$ cat config.mk
export PLATFORM = sky130hd
export DESIGN_NAME = uart_fifo_tx_reader
export DESIGN_NICKNAME = d
export VERILOG_FILES = /design/src/rtl/uart_pkg.sv /design/src/rtl/uart_baud_gen.sv /design/src/rtl/uart_fifo_tx_reader.sv
export SDC_FILE = /design/constraint.sdc
export NUM_CORES = 1
export LEC_CHECK = 0
export CAP_MARGIN = 40
export CELL_PAD_IN_SITES_DETAIL_PLACEMENT = 1
export CELL_PAD_IN_SITES_GLOBAL_PLACEMENT = 1
export CORE_ASPECT_RATIO = 0.75
export CORE_UTILIZATION = 44
export DETAILED_ROUTE_END_ITERATION = 12
export MAX_ROUTING_LAYER = met4
export PLACE_DENSITY = 0.87
export SETUP_SLACK_MARGIN = 0.4
export SLEW_MARGIN = 5
export SYNTH_ARGS = -nofsm -noshare
export SYNTH_HDL_FRONTEND = slang
export SYNTH_SLANG_ARGS = --single-unit
$ cat constraint.sdc
create_clock -name Clk -period 3.8 [get_ports Clk]
set_clock_uncertainty 0.1 [all_clocks]
set_input_delay 0.76 -clock Clk [delete_from_list [all_inputs] [get_ports Clk]]
set_output_delay 0.76 -clock Clk [all_outputs]
set_load 0.01 [all_outputs]
$ cat src/rtl/uart_pkg.sv
// uart_pkg: shared FSM state type and serial line levels for the UART TX path
package uart_pkg;
   typedef enum logic [2:0] {IDLE, START, DATA, PARITY, STOP} tx_state_t;
   localparam logic UART_IDLE  = 1'b1;
   localparam logic UART_START = 1'b0;
endpackage

$ cat src/rtl/uart_baud_gen.sv
// uart_baud_gen: reloadable down-counter producing one tick in the last cycle of each bit
module uart_baud_gen #(
   parameter int DIV_W = 16
) (
   input  logic             Clk,
   input  logic             Rst_n,
   input  logic             load,
   input  logic [DIV_W-1:0] div,
   output logic             tick
);
   logic [DIV_W-1:0] cnt_q, cnt_d;
   assign tick = cnt_q == '0;
   // reload at every bit boundary so the period never drifts; otherwise count down to zero and hold
   always_comb cnt_d = load ? div : (tick ? cnt_q : cnt_q - 1'b1);
   // counter register
   always_ff @(posedge Clk) begin
      if (!Rst_n) cnt_q <= '0;
      else cnt_q <= cnt_d;
   end
endmodule

$ cat src/rtl/uart_fifo_tx_reader.sv
// uart_fifo_tx_reader: pops TX FIFO words while the line is idle and serializes them LSB-first
module uart_fifo_tx_reader
   import uart_pkg::*;
#(
   parameter int width = 8,
   parameter int DIV_W = 16
) (
   input  logic             Clk,
   input  logic             Rst_n,
   input  logic             EF,
   input  logic [width-1:0] DO,
   input  logic             WE,
   output logic             RE,
   input  logic [DIV_W-1:0] Div,
   input  logic             Par_En,
   input  logic             Par_Odd,
   input  logic             Stop2,
   output logic             TxD,
   output logic             Busy,
   output logic             Done
);
   localparam int BW = $clog2(width + 4);
   tx_state_t state_q, state_d;
   logic [width-1:0] sh_q, sh_d;
   logic [BW-1:0] bit_q, bit_d;
   logic [DIV_W-1:0] div_q;
   logic par_en_q, par_q, stop2_q, tick, bt;
   assign RE   = Rst_n & (state_q == IDLE) & ~EF & ~WE;
   assign Busy = state_q != IDLE;
   assign bt   = tick & Busy;
   assign Done = bt & (state_q == STOP) & (bit_q == BW'(stop2_q));
   assign TxD  = state_q == START  ? UART_START :
                 state_q == DATA   ? sh_q[0]    :
                 state_q == PARITY ? par_q      : UART_IDLE;
   // the pop edge loads the live divisor; later bit boundaries use the frame's latched copy
   uart_baud_gen #(.DIV_W(DIV_W)) u_baud (
      .Clk  (Clk),
      .Rst_n(Rst_n),
      .load (RE | bt),
      .div  (RE ? Div : div_q),
      .tick (tick)
   );
   // frame sequencing: advance one phase or one bit per baud tick
   always_comb begin
      state_d = state_q;
      sh_d    = sh_q;
      bit_d   = bit_q;
      if (RE) begin
         state_d = START;
         sh_d    = DO;
         bit_d   = '0;
      end else if (bt) begin
         case (state_q)
            START:  state_d = DATA;
            DATA: begin
               sh_d  = sh_q >> 1;
               bit_d = bit_q + 1'b1;
               if (bit_q == BW'(width - 1)) begin
                  state_d = par_en_q ? PARITY : STOP;
                  bit_d   = '0;
               end
            end
            PARITY: state_d = STOP;
            STOP: begin
               bit_d = bit_q + 1'b1;
               if (Done) begin
                  state_d = IDLE;
                  bit_d   = '0;
               end
            end
            default: state_d = state_q;
         endcase
      end
   end
   // state, shifter and per-frame settings; settings are captured only at the pop edge
   always_ff @(posedge Clk) begin
      if (!Rst_n) begin
         state_q  <= IDLE;
         sh_q     <= '0;
         bit_q    <= '0;
         div_q    <= '0;
         par_en_q <= 1'b0;
         par_q    <= 1'b0;
         stop2_q  <= 1'b0;
      end else begin
         state_q <= state_d;
         sh_q    <= sh_d;
         bit_q   <= bit_d;
         if (RE) begin
            div_q    <= Div;
            par_en_q <= Par_En;
            par_q    <= ^DO ^ Par_Odd;
            stop2_q  <= Stop2;
         end
      end
   end
endmodule

# Word-level counts from Yosys, hierarchy flattened
# Index checks and enable logic that the tools add are counted.
# W data, S select, Z words.
dict set report word_totals {
  ff_bits 50
  in_bits 31
  word_cells 65
}
dict set report classes {
  n_addsub 2
  eq_ne 11
  muxes 18
  bitwise_logic 11
  n_reduce_logical 14
}
# operator count
set ops {}
lappend ops {{$mux W16} 3}
lappend ops {{$mux W8} 3}
lappend ops {{$logic_not A16 Y1} 1}
lappend ops {{$sub A16 B1 Y16 const B} 1}
lappend ops {{$pmux W3 S4} 1}
lappend ops {{$mux W3} 3}
lappend ops {{$mux W4} 2}
lappend ops {{$pmux W4 S2} 1}
lappend ops {{$reduce_and A4 Y1} 2}
lappend ops {{$reduce_xor A8 Y1} 1}
lappend ops {{$and A1 B1 Y1} 6}
lappend ops {{$eq A3 B2 Y1 const B} 2}
lappend ops {{$reduce_bool A2 Y1} 3}
lappend ops {{$mux W1} 5}
lappend ops {{$reduce_bool A5 Y1} 1}
lappend ops {{$add A4 B1 Y4 const B} 1}
lappend ops {{$eq A4 B1 Y1} 1}
lappend ops {{$eq A4 B3 Y1 const B} 1}
lappend ops {{$ne A2 B1 Y1 const B} 2}
lappend ops {{$reduce_and A2 Y1} 2}
lappend ops {{$reduce_bool A4 Y1} 1}
lappend ops {{$eq A3 B1 Y1 const B} 1}
lappend ops {{$eq A3 B3 Y1 const B} 1}
lappend ops {{$logic_not A3 Y1} 1}
lappend ops {{8 further kinds} 10}

# Longest topological paths before layout
dict set report logic_depth {
  depth_word 8
  ltp_mapped 8
  depth_no_buf 7
}

# Modules after synthesis
# A second synthesis with hierarchy kept.
dict set report unflattened {
  hier_cells 305
  hier_area_um2 2736.4
}
# module n_inst cells_per_inst area_per_inst_um2 seq_area_each_um2
set by_module_without_submodules {}
lappend by_module_without_submodules {uart_fifo_tx_reader 1 203 1849.3 680.7}
lappend by_module_without_submodules {uart_baud_gen 1 102 887.1 320.3}

# Least setup slack after synthesis
# Ideal clock, no wire load.
dict set report synth_timing {
  path_type {input to output}
  from {in EF}
  to {out RE}
  arrival_time_ns 1.576
  required_time_ns 2.940
  setup_slack_ns 1.364
  cell_stages 4
  n_path_buf 1
  path_cell_list {nor2_1 > nand3_2 > inv_2 > buf_2}
}
dict set report synth_via {
  elab_chain_cells 3
}
# element line_no
set synth_lines {}
lappend synth_lines {{start: declaration} uart_fifo_tx_reader.sv:10} ;# input logic EF,
lappend synth_lines {{$not A1 Y1} uart_fifo_tx_reader.sv:28} ;# assign RE = Rst_n & (state_q == IDLE) & ~EF & ~WE;
lappend synth_lines {{$and A1 B1 Y1 (2 in a row)} uart_fifo_tx_reader.sv:28}
lappend synth_lines {{end: declaration} uart_fifo_tx_reader.sv:13} ;# output logic RE,
# No other way between the ends.

# Worst setup path after layout
dict set report layout_timing {
  from {reg u_baud.cnt_q[11]}
  to {out Done}
}
dict set report layout_via {
  elab_chain_cells 4
}
# element line_no
set layout_lines {}
lappend layout_lines {{start: declaration} uart_baud_gen.sv:11} ;# logic [DIV_W-1:0] cnt_q, cnt_d;
lappend layout_lines {{start signal: assignment} uart_baud_gen.sv:18} ;# else cnt_q <= cnt_d;
lappend layout_lines {{$logic_not A16 Y1} uart_baud_gen.sv:12} ;# assign tick = cnt_q == '0;
lappend layout_lines {{$and A1 B1 Y1} uart_fifo_tx_reader.sv:30} ;# assign bt = tick & Busy;
lappend layout_lines {{$and A1 B1 Y1 (2 in a row)} uart_fifo_tx_reader.sv:31} ;# assign Done = bt & (state_q == STOP) & (bit_q == BW'(stop2_q));
lappend layout_lines {{end: declaration} uart_fifo_tx_reader.sv:20} ;# output logic Done
# No other way between the ends.

==> results.toml <==
[run_status]
run_status = "finished clean"

[sta]
min_period_ns = 3.20
setup_viol = 0
maxSlewViolCount = 0
tns_ns = 0
slew-limit-headroom = 0.495
hold_ws_ns = 0.362
setup_ws_ns = 0.597
tightestPinTransition_ns = 0.753
min_period_over_period = 0.843
rsz0062_at_grt = "no"
hold_violations = 0
max_freq_mhz = 312

[detailed_routing]
drtAntennaViolNets = 0
avgRoutedWirePerCell_um = 17.3
dr.pass1.iters = 4
drt_iter0_drc = 131
drc = 0
vias = 2311
routed_wl_um = 7100
via_per_inst = 5.64

[floorplan]
initial_utilization = 0.465
core_area_um2 = 5470
ioPinCount = 35
die_h_um = 67.8
die_w_um = 89.8
dieArea_um2 = 6090
rows = 23

[hold_path]
hp-class = "reg2reg"
min_from = "div_q[10]$_SDFF_PN0_"

[global_routing]
antenna_found_initial = 0
grt_pass1_wl_um = 12100
grt_usage = 0.263
grt_max_degree = 35
overflow = 0
grt_pass1_vias = 2435

[clock_tree]
htree_levels = 2
cts_tree = "yes"
cts_sinks = 50
cts_buffer_depth = 2
cts_resized = 0
clk-insertion-delay-late_ns = 0.30
clock-root-buffer = "clkbuf_8"
cts_setup_buffers = 0
holdBufCountCts = 0
clk_pin_slew_ns = 0.09
cts_buffers = 5

[final_layout]
final_util = 0.561
fin_area_um2 = 3070
final-seq-area_um2 = 1000
drive_gt1_frac = 0.0896
fillCellCount = 657
syn2layout_area_growth_pct = 20.5
multi_input_area_um2 = 1460
layout_commonest_cell = "nand2_1"
final_cell_mix = "nand2_1 (51), dfxtp_1 (50), clkdlybuf4s50_1 (34)"
finalNonFillerCells = 410
antenna_cells = 0
final_nets = 368

[worst_setup_path]
required_ns = 2.94
cp-start-kind = "flip-flop"
crit_family = "simple AND/OR/NAND/NOR gates"
worstPathMaxFanout = 9
crit_path_top_delay_cell = "clkdlybuf4s50_1"
crit_path_frequent_cell = "and3_1"
path_class = "reg2out"
critPathLaunch = "u_baud.cnt_q[11]$_SDFFE_PN0P_"
path_buf_inv = 1
r2r-start = "u_baud.cnt_q[11]$_SDFFE_PN0P_"
path_cells = "nor4_2, and3_1, and3_1, clkdlybuf4s50_1"
crit_path_end_kind = "output pin"
max_stage_delay_ns = 0.53
cp.arrival_ns = 2.34

[logic_synthesis]
ys_seq_area_frac = 0.394
synth_ff_type = "dfxtp_1"
synth_seq_cells = 50
synth_area_per_cell_um2 = 8.51
synthCells = 299
syn_area_um2 = 2540
syn_nets = 333
yosysWarnings = 0
ys_async_sr_fraction = 0
synth_edf_count = 0
ys_types = 59

[pwr]
ir_drop_mv = 0.305
finalPower_mw = 1.99
p_leak_nw = 1.11
power_density_nw_per_um2 = 650

[place]
io_buffers = 34
dp_cells = 402
placed_cell_area_um2 = 2960
place_congestion = 0.834
place_hpwl_um = 5200
post-place-ws_ns = 0.791

[flow_run]
maxCapViolCount = 0
==> synthesized netlist by cell type, types with 2 or more instances <==
master	number	share of area
nand4_1	3	0.0074
xor2_1	6	0.021
nand3_1	12	0.024
nor3_1	10	0.020
a222oi_1	2	0.0079
a211oi_1	7	0.021
nand3b_1	2	0.0059
clkbuf_1	7	0.010
buf_6	2	0.0089
and3_1	4	0.0098
a21oi_1	27	0.053
a31oi_1	2	0.0049
buf_2	2	0.0039
o2bb2ai_1	4	0.014
and2_1	2	0.0049
inv_1	4	0.0059
nor2_1	29	0.043
nor4b_1	2	0.0069
nand2_1	51	0.075
mux2i_1	10	0.039
o21ai_0	4	0.0079
a211oi_2	2	0.0098
nor3_2	2	0.0079
dfxtp_1	50	0.39
ha_1	3	0.015
o31ai_1	2	0.0059
a22oi_1	4	0.012
inv_2	2	0.0030
xnor2_1	12	0.041
==> cell families after synthesis <==
kind of cell | synth area share
multiplexers | 0.0438
XOR/XNOR | 0.0620
adder cells (fa/ha/maj) | 0.0148
AO/OA/AOI/OAI | 0.185
AND/OR/NAND/NOR | 0.267
buffers and inverters | 0.0339
flip-flops | 0.394
==> tightest hold or removal path: stages (launching register included) <==
cell and delay [ns]:
dfxtp_1 0.32, nand2_1 0.05, a21oi_1 0.05
==> sequential cells by signal, indices dropped and copies added, names as in the netlist <==
name,cells
par_q,1
state_q,3
bit_q,4
div_q,16
sh_q,8
stop2_q,1
par_en_q,1
u_baud.cnt_q,16
==> path summary, 6_finish.rpt <==
check	to	slack [ns]	depth (start not counted)
max	Done	0.60	4
min	div_q[10]$_SDFF_PN0_	0.36	2
max reg2reg	sh_q[4]$_SDFFE_PN0P_	1.27	5
min reg2reg	div_q[10]$_SDFF_PN0_	0.36	2
==> power breakdown <==
| group | switching (mW) | total, mW | internal, mW | leakage (nW) |
|---|---|---|---|---|
| Sequential | 0.123 | 0.744 | 0.621 | 0.409 |
| Combinational | 0.496 | 0.873 | 0.377 | 0.646 |
| Clock | 0.179 | 0.377 | 0.197 | 0.0524 |
| Total | 0.798 | 1.99 | 1.20 | 1.11 |
==> metal layers <==
layer  GRT usage  wire length, um  vias up
met5           -                0        -
met2       0.453             3450       49
met3      0.0433              279        6
met4      0.0820               47        0
met1       0.323             3320     1119
li1            -                -     1137
==> cell type report <==
type	instances	share of cell area
inverter	6	0.00735
tap	75	0.0306
sequential	50	0.327
multi-input combinational	231	0.475
timing repair buffer	40	0.126
clock buffer	7	0.0249
clock inverter	1	0.00980
No activity file was read; power rests on OpenSTA's default activity.
